**config.mk**
```make
export PLATFORM = sky130hd
export DESIGN_NAME = multiplier_int8
export DESIGN_NICKNAME = d
export VERILOG_FILES = /design/src/rtl/multiplier_int8_pkg.sv /design/src/rtl/multiplier_int8.sv
export SDC_FILE = /design/constraint.sdc
export NUM_CORES = 1
export LEC_CHECK = 0
export BUFFER_PORTS_ARGS = -buffer_cell sky130_fd_sc_hd__buf_2
export CAP_MARGIN = 5
export CORE_MARGIN = 2
export CORE_UTILIZATION = 35
export DETAILED_ROUTE_END_ITERATION = 16
export GPL_TIMING_DRIVEN = 0
export PLACE_DENSITY = 0.58
export SLEW_MARGIN = 0
export SYNTH_ARGS = -nofsm -noshare
export SYNTH_HDL_FRONTEND = slang
export SYNTH_SLANG_ARGS = --single-unit
```
**constraint.sdc**
```tcl
create_clock -name clk -period 3.4 [get_ports clk]
set_input_delay 0 -clock clk [delete_from_list [all_inputs] [get_ports clk]]
set_output_delay 0 -clock clk [all_outputs]
set_load 0.02 [all_outputs]
```
**src/rtl/multiplier_int8_pkg.sv**
```systemverilog
// rtl/multiplier_int8_pkg.sv - shared widths and state encoding for multiplier_int8
package multiplier_int8_pkg;

  localparam int MUL_W = 8;
  localparam int ACC_W = 16;
  localparam int CNT_W = 3;

  typedef enum logic [1:0] {
    IDLE = 2'd0,
    BUSY = 2'd1,
    DONE = 2'd2
  } mul_state_t;

endpackage

```
**src/rtl/multiplier_int8.sv**
```systemverilog
// rtl/multiplier_int8.sv - sequential shift-add 8x8 unsigned multiplier, 8-bit result plus overflow
module multiplier_int8
  import multiplier_int8_pkg::*;
(
  input  logic             clk,
  input  logic             rst,
  input  logic [MUL_W-1:0] a,
  input  logic [MUL_W-1:0] b,
  input  logic             in_valid,
  output logic             in_ready,
  output logic [MUL_W-1:0] y,
  output logic             overflow,
  output logic             out_valid
);

  localparam logic [CNT_W-1:0] LAST_BIT = CNT_W'(MUL_W - 1);

  mul_state_t       state_q;
  logic [ACC_W-1:0] mcand_q;
  logic [MUL_W-1:0] mplier_q;
  logic [ACC_W-1:0] acc_q;
  logic [ACC_W-1:0] acc_d;
  logic [CNT_W-1:0] cnt_q;
  logic [MUL_W-1:0] y_q;
  logic             ovf_q;
  logic             out_valid_q;

  // Partial-product sum for the current multiplier bit; also feeds the result on the last cycle.
  always_comb begin
    acc_d = acc_q;
    if (mplier_q[0]) begin
      acc_d = acc_q + mcand_q;
    end
  end

  always_ff @(posedge clk) begin
    if (rst) begin
      state_q     <= IDLE;
      mcand_q     <= '0;
      mplier_q    <= '0;
      acc_q       <= '0;
      cnt_q       <= '0;
      y_q         <= '0;
      ovf_q       <= 1'b0;
      out_valid_q <= 1'b0;
    end else begin
      case (state_q)
        IDLE, DONE: begin
          if (in_valid) begin
            mcand_q     <= {{(ACC_W - MUL_W){1'b0}}, a};
            mplier_q    <= b;
            acc_q       <= '0;
            cnt_q       <= '0;
            out_valid_q <= 1'b0;
            state_q     <= BUSY;
          end
        end
        BUSY: begin
          acc_q    <= acc_d;
          mcand_q  <= mcand_q << 1;
          mplier_q <= mplier_q >> 1;
          cnt_q    <= cnt_q + 1'b1;
          if (cnt_q == LAST_BIT) begin
            y_q         <= acc_d[MUL_W-1:0];
            ovf_q       <= |acc_d[ACC_W-1:MUL_W];
            out_valid_q <= 1'b1;
            state_q     <= DONE;
          end
        end
        default: state_q <= IDLE;
      endcase
    end
  end

  assign in_ready  = (state_q != BUSY);
  assign y         = y_q;
  assign overflow  = ovf_q;
  assign out_valid = out_valid_q;

endmodule

```
==> results of run 1 <==
[cell usage in the layout (no fill, tap or decap), types with 3 or more instances in the layout]
| master | n |
|---|---|
| ha_1 | 17 |
| a22oi_1 | 19 |
| xnor2_1 | 9 |
| a311oi_1 | 14 |
| nor3_1 | 4 |
| nand2_1 | 44 |
| mux2i_1 | 7 |
| buf_2 | 28 |
| dfxtp_1 | 55 |
| clkbuf_1 | 18 |
| dlygate4sd3_1 | 16 |
| inv_1 | 6 |
| and3_1 | 3 |
| nor2_1 | 60 |
| xor2_1 | 4 |
| a211oi_1 | 6 |
| a21o_1 | 3 |
| o21a_1 | 3 |
| nor2b_1 | 5 |
| o21ai_0 | 8 |
| a21oi_1 | 21 |
| a31oi_1 | 5 |
| clkbuf_8 | 6 |
[power by group]
group / switching (mW) / internal [mW] / total [mW]
Sequential: 0.0166 / 0.665 / 0.681
Combinational: 0.110 / 0.0701 / 0.180
Clock: 0.234 / 0.243 / 0.477
Total: 0.360 / 0.978 / 1.34
[layer usage]
layer | vias up | global-route usage (%) | part of all wire [%]
met4 | 0 | 3.74 | 0.99
li1 | 1327 | - | -
met1 | 1209 | 23.5 | 49
met3 | 6 | 3.75 | 3.3
met2 | 38 | 28.0 | 46
met5 | - | 0 | 0
[cell families (layout without fill, tap and decap cells)]
logic type | after synthesis | in the layout | synth area share (%)
AND/OR/NAND/NOR | 125 | 125 | 18.2
AO/OA/AOI/OAI | 93 | 93 | 23.9
flip-flops | 55 | 55 | 38.3
buffers and inverters | 27 | 79 | 3.79
adder cells (fa/ha/maj) | 18 | 18 | 8.10
XOR/XNOR | 13 | 13 | 3.96
multiplexers | 10 | 10 | 3.74
[flip-flops by register name (all words and copies together) (netlist names)]
name / count
acc_q: 16
cnt_q: 3
mcand_q: 16
mplier_q: 8
out_valid: 1
overflow: 1
state_q: 2
y: 8
[cells in the mapped netlist, types with 4 or more instances]
library cell	n	area (um2)
a211oi_1	6	45.0
a21oi_1	21	105
a22oi_1	19	143
a311oi_1	14	123
a31oi_1	5	31.3
clkbuf_1	18	67.6
dfxtp_1	55	1100
ha_1	17	213
inv_1	6	22.5
mux2i_1	7	70.1
nand2_1	44	165
nor2_1	60	225
nor2b_1	5	31.3
nor3_1	4	20.0
o21ai_0	8	40.0
xnor2_1	9	78.8
xor2_1	4	35.0
[worst max-delay path: cells and delay by family (launching register included)]
family	cells	cell delay [ns]
and+or+nand+nor	2	0.31
AOI/OAI and AO/OA	6	1.51
adders and majority gates	2	0.67
DFF	1	0.35
[final timing paths]
| kind | start | end | slack, ns | depth (start not counted) |
|---|---|---|---|---|
| max | mcand_q[0] | overflow | 0.48 | 10 |
| min | a[7] | mcand_q[7] | 0.01 | 3 |
| max reg2reg | mcand_q[0] | overflow | 0.48 | 10 |
| min reg2reg | out_valid | out_valid | 0.46 | 2 |
[area by class of cell]
cell class	count	area (um2)
Buffer	21	86.3
Clock inverter	2	38.8
Clock buffer	6	82.6
Sequential cell	55	1100
Multi-Input combinational cell	259	1660
Inverter	6	22.5
Fill cell	872	4670
Tap cell	105	131
Timing Repair Buffer	44	300
[what timing repair did]
| item | in CTS | in global routing |
|---|---|---|
| endpoints found under the setup margin | 0 | 0 |
| endpoints found under the hold margin | 16 | 0 |
| hold buffers | 16 | 0 |
[per-stage QoR]
stage / setup slack [ns] / instances / power [mW]
final: 0.484 / 498 / 1.34
after global routing: 0.334 / 498 / 1.40
after CTS: 0.488 / 498 / 1.35
after detailed placement: 0.546 / 474 / 0.861
after global placement: 0.546 / 474 / 0.859
after floorplan: 0.879 / 341 / 0.807
==> impl_metrics.csv, run 1 <==
group,metric,value,unit
layout,final_util,42.3,%
cts,ctsResizeCount,0,
routing,drt-total-wl,7350,um
synthesis,syn_nets,378,
routing,routedWlPerCell,14.8,um
synthesis,synth-edff-count,0,
placement,gp_congestion,0.859,
critical_path,cpMaxStageDelayCell,"o311ai_1",
layout,stdcell_area,3430,um2
cts,insertion_delay,0.32,ns
sta,period_minus_slack,2.92,ns
synthesis,syn_area_per_cell,8.43,um2
layout,drive_gt1_share,12.0,%
placement,portBuffers,28,
placement,placed_cell_area,3150,um2
placement,dp_hpwl,5350,um
cts,clockBufferDepth,2,
critical_path,worst_ep_arrival_time,3.17,ns
die,core_area,8090,um2
sta,fin_setup_tns,0,ns
synthesis,synth_cells,341,
cts,clk_pin_slew,0.11,ns
outcome,status,"completed",
critical_path,crit_path_end_kind,"flip-flop",
die,die_h,94.6,um
power_and_ir_drop,vdd_drop_max,0.174,mV
global_route,grt_pass1_vias,2417,
critical_path,cp_common_cell,"a31oi_1",
sta,setup_viol,0,
die,core.rowCount,33,
synthesis,synth_warnings,0,
cts,cts_buffers,5,
run,cap_violations,0,
routing,viasPerCell,5.18,
critical_path,slowest_delay,0.44,ns
global_route,grtUsageTotal,17.2,%
routing,ant_nets,0,
critical_path,critical_path_peak_fanout,3,
cts,cts_setup_buffers,0,
sta,fmax,343,MHz
layout,area_delta_synth_final,19.2,%
synthesis,yosysSeqAreaShare,38.3,%
sta,hold_viol_final,0,
critical_path,path_cells,"ha_1, fa_1, a21o_2, a221oi_2, or2_2, a31oi_1, o311ai_1, nor3_1, a31o_2, a31oi_1",
sta,maxSlewHeadroom,57.5,%
routing,drc_errors,0,
layout,fin_nets,429,
sta,clock_skew,0.0109,ns
cts,cts_tree,"done",
die,start_util,35.5,%
sta,rsz0062_at_grt,"no",
die,die_w,94.6,um
routing,first_iter_violations,118,
power_and_ir_drop,p_leak,1.39,nW
synthesis,synth_ff_type,"dfxtp_1",
sta,finalCritPeriodShare,85.8,%
routing,drtPass1Iterations,4,
global_route,grt-ovfl-total,0,
global_route,grt_pass1_wl,12000,um
power_and_ir_drop,power_density,390,nW/um2
synthesis,async_flop_share,0,%
global_route,grt_start_max_net_pins,18,
cts,cts_sinks,55,
cts,root_buffer,"clkbuf_8",
hold_path,min_path_type,"in -> reg",
layout,num_antenna_cells,0,
die,io_pins,30,
synthesis,yosys_register_bits,55,
cts,htree_levels,2,
die,dieArea,8950,um2
critical_path,worstSetupStartpointType,"flip-flop",
routing,dr_total_vias,2580,
synthesis,synth_cell_types,47,
sta,maxSlewViolCount,0,
sta,worstMarginPinSlew,0.637,ns
sta,fin_hold_ws,0.0121,ns
critical_path,worstSetupPathType,"reg -> reg",
global_route,antenna_found_initial,0,
synthesis,syn-cell-area,2870,um2
critical_path,critPathRequiredTime,3.65,ns
Power figures use the tool's default switching activity.
==> inputs of run 2 (changes only) <==
--- a/config.mk
+++ b/config.mk
@@ -7,11 +7,13 @@
 export LEC_CHECK = 0
 export BUFFER_PORTS_ARGS = -buffer_cell sky130_fd_sc_hd__buf_2
 export CAP_MARGIN = 5
+export CELL_PAD_IN_SITES_DETAIL_PLACEMENT = 1
+export CELL_PAD_IN_SITES_GLOBAL_PLACEMENT = 1
 export CORE_MARGIN = 2
 export CORE_UTILIZATION = 35
 export DETAILED_ROUTE_END_ITERATION = 16
 export GPL_TIMING_DRIVEN = 0
-export PLACE_DENSITY = 0.58
+export PLACE_DENSITY = 0.71
 export SLEW_MARGIN = 0
 export SYNTH_ARGS = -nofsm -noshare
 export SYNTH_HDL_FRONTEND = slang
==> impl_metrics.csv, run 2 (synthesis results as in run 1) <==
group,metric,value,unit
power_and_ir_drop,vdd_drop_max,0.174,mV
cts,htree_levels,2,
cts,insertion_delay,0.31,ns
cts,clk_pin_slew,0.11,ns
global_route,grt-busiest-layer,"met2",
cts,clockBufferDepth,2,
die,start_util,35.5,%
sta,worstMarginPinSlew,0.588,ns
critical_path,path_delay_family,"compound AO/OA/AOI/OAI gates",
power_and_ir_drop,power_density,368,nW/um2
power_and_ir_drop,p_leak,1.37,nW
critical_path,slowest_delay,0.41,ns
critical_path,worst_ep_arrival_time,3.15,ns
routing,drtPass1Iterations,4,
layout,num_antenna_cells,0,
global_route,grtUsageTotal,18.9,%
sta,period_minus_slack,2.90,ns
sta,finalCritPeriodShare,85.3,%
sta,setup_viol,0,
layout,final_common_cell,"nor2_1",
layout,stdcell_area,3390,um2
sta,maxSlewViolCount,0,
critical_path,worstSetupStartpointType,"flip-flop",
die,core_area,8090,um2
die,dieArea,8950,um2
routing,drt-total-wl,8060,um
cts,cts_sinks,55,
critical_path,path_cells,"ha_1, fa_1, a21o_2, a221oi_2, or2_2, a31oi_1, o311ai_1, nor3_1, a31o_2, a31oi_1",
cts,cts_tree,"done",
sta,hold_viol_final,0,
cts,cts_buffers,5,
routing,routedWlPerCell,16.2,um
layout,nFillCells,1013,
layout,drive_gt1_share,11.7,%
routing,dr_total_vias,2607,
placement,placed_cell_area,3150,um2
outcome,status,"completed",
die,die_w,94.6,um
die,core.rowCount,33,
placement,placed_cells,474,
layout,fin_nets,429,
layout,area_delta_synth_final,18.1,%
placement,portBuffers,28,
sta,rsz0062_at_grt,"no",
die,io_pins,30,
die,die_h,94.6,um
run,cap_violations,0,
global_route,grt_pass1_vias,2688,
routing,drc_errors,0,
critical_path,cp_common_cell,"a31oi_1",
routing,ant_nets,0,
sta,fin_setup_tns,0,ns
layout,layout_common_cells,"nor2_1 (60), dfxtp_1 (55), nand2_1 (44)",
global_route,antenna_found_initial,0,
global_route,met1_usage,24.4,%
hold_path,min_path_type,"in -> reg",
sta,maxSlewHeadroom,60.8,%
layout,instances_no_fill,498,
global_route,grt_start_max_net_pins,18,
layout,reg_top3,"acc_q x16, mcand_q x16",
sta,clock_skew,0.00486,ns
global_route,grt_pass1_wl,13300,um
global_route,met3_usage,2.87,%
routing,viasPerCell,5.23,
placement,gp_congestion,0.839,
cts,root_buffer,"clkbuf_8",
critical_path,cpMaxStageDelayCell,"fa_1",
critical_path,critPathBufInv,0,
critical_path,critPathRequiredTime,3.65,ns
critical_path,critical_path_peak_fanout,3,
critical_path,worstSetupPathType,"reg -> reg",
routing,first_iter_violations,96,
global_route,met2_usage,33.6,%
critical_path,crit_path_end_kind,"flip-flop",
placement,dp_hpwl,5920,um
global_route,grt-ovfl-total,0,
sta,fmax,345,MHz
run 2: report_power, final:
| group | total, mW | switching, mW | internal (mW) |
|---|---|---|---|
| logic | 0.182 | 0.111 | 0.0702 |
| clock network | 0.387 | 0.238 | 0.149 |
| registers | 0.682 | 0.0170 | 0.665 |
run 2: final timing paths:
path | start | endpoint | slack, ns | cells after the start
setup / recovery | mcand_q[0] | overflow | 0.50 | 10
hold / removal | a[7] | mcand_q[7] | 0.02 | 3
setup reg to reg | mcand_q[0] | overflow | 0.50 | 10
hold reg to reg | out_valid | out_valid | 0.46 | 2
run 2: layout make-up:
type / instances / area, um2 / area share, %
Tap cell: 105 / 131 / 3.87
Multi-Input combinational cell: 259 / 1660 / 49.0
Buffer: 21 / 86.3 / 2.54
Sequential cell: 55 / 1100 / 32.4
Inverter: 6 / 22.5 / 0.663
Clock buffer: 6 / 72.6 / 2.14
Timing Repair Buffer: 44 / 300 / 8.85
Clock inverter: 2 / 16.3 / 0.479
run 2: worst reg2reg max path, cell delays in order (launching register included):
cell and delay (ns):
dfxtp_1 0.36, ha_1 0.25, fa_1 0.42, a21o_2 0.22
a221oi_2 0.33, or2_2 0.21, a31oi_1 0.12, o311ai_1 0.39
nor3_1 0.12, a31o_2 0.27, a31oi_1 0.15
run 2: repair_timing:
item                                    4_1_cts  5_1_grt
hold endpoints to repair                     15        1
resized for setup                             0        0
endpoints found under the setup margin        0        0
setup buffers                                 0        0
hold buffers                                 15        1
run 2: metal layers:
| layer | vias up | share of wire [%] |
|---|---|---|
| met2 | 23 | 50 |
| met3 | 4 | 2.0 |
| li1 | 1318 | - |
| met5 | - | 0 |
| met1 | 1262 | 48 |
| met4 | 0 | 0.65 |
run 2: metrics by stage:
stage / total power [mW] / util (%) / hold WS, ns / worst slack, ns
after global placement: 0.861 / 38.9 / 0.287 / 0.536
after CTS: 1.26 / 41.8 / 0.00401 / 0.504
after floorplan: 0.807 / - / 0.171 / 0.879
final: 1.25 / 41.9 / 0.0180 / 0.501
after detailed placement: 0.865 / 38.9 / 0.297 / 0.528
after global routing: 1.31 / 41.9 / 0.0130 / 0.335
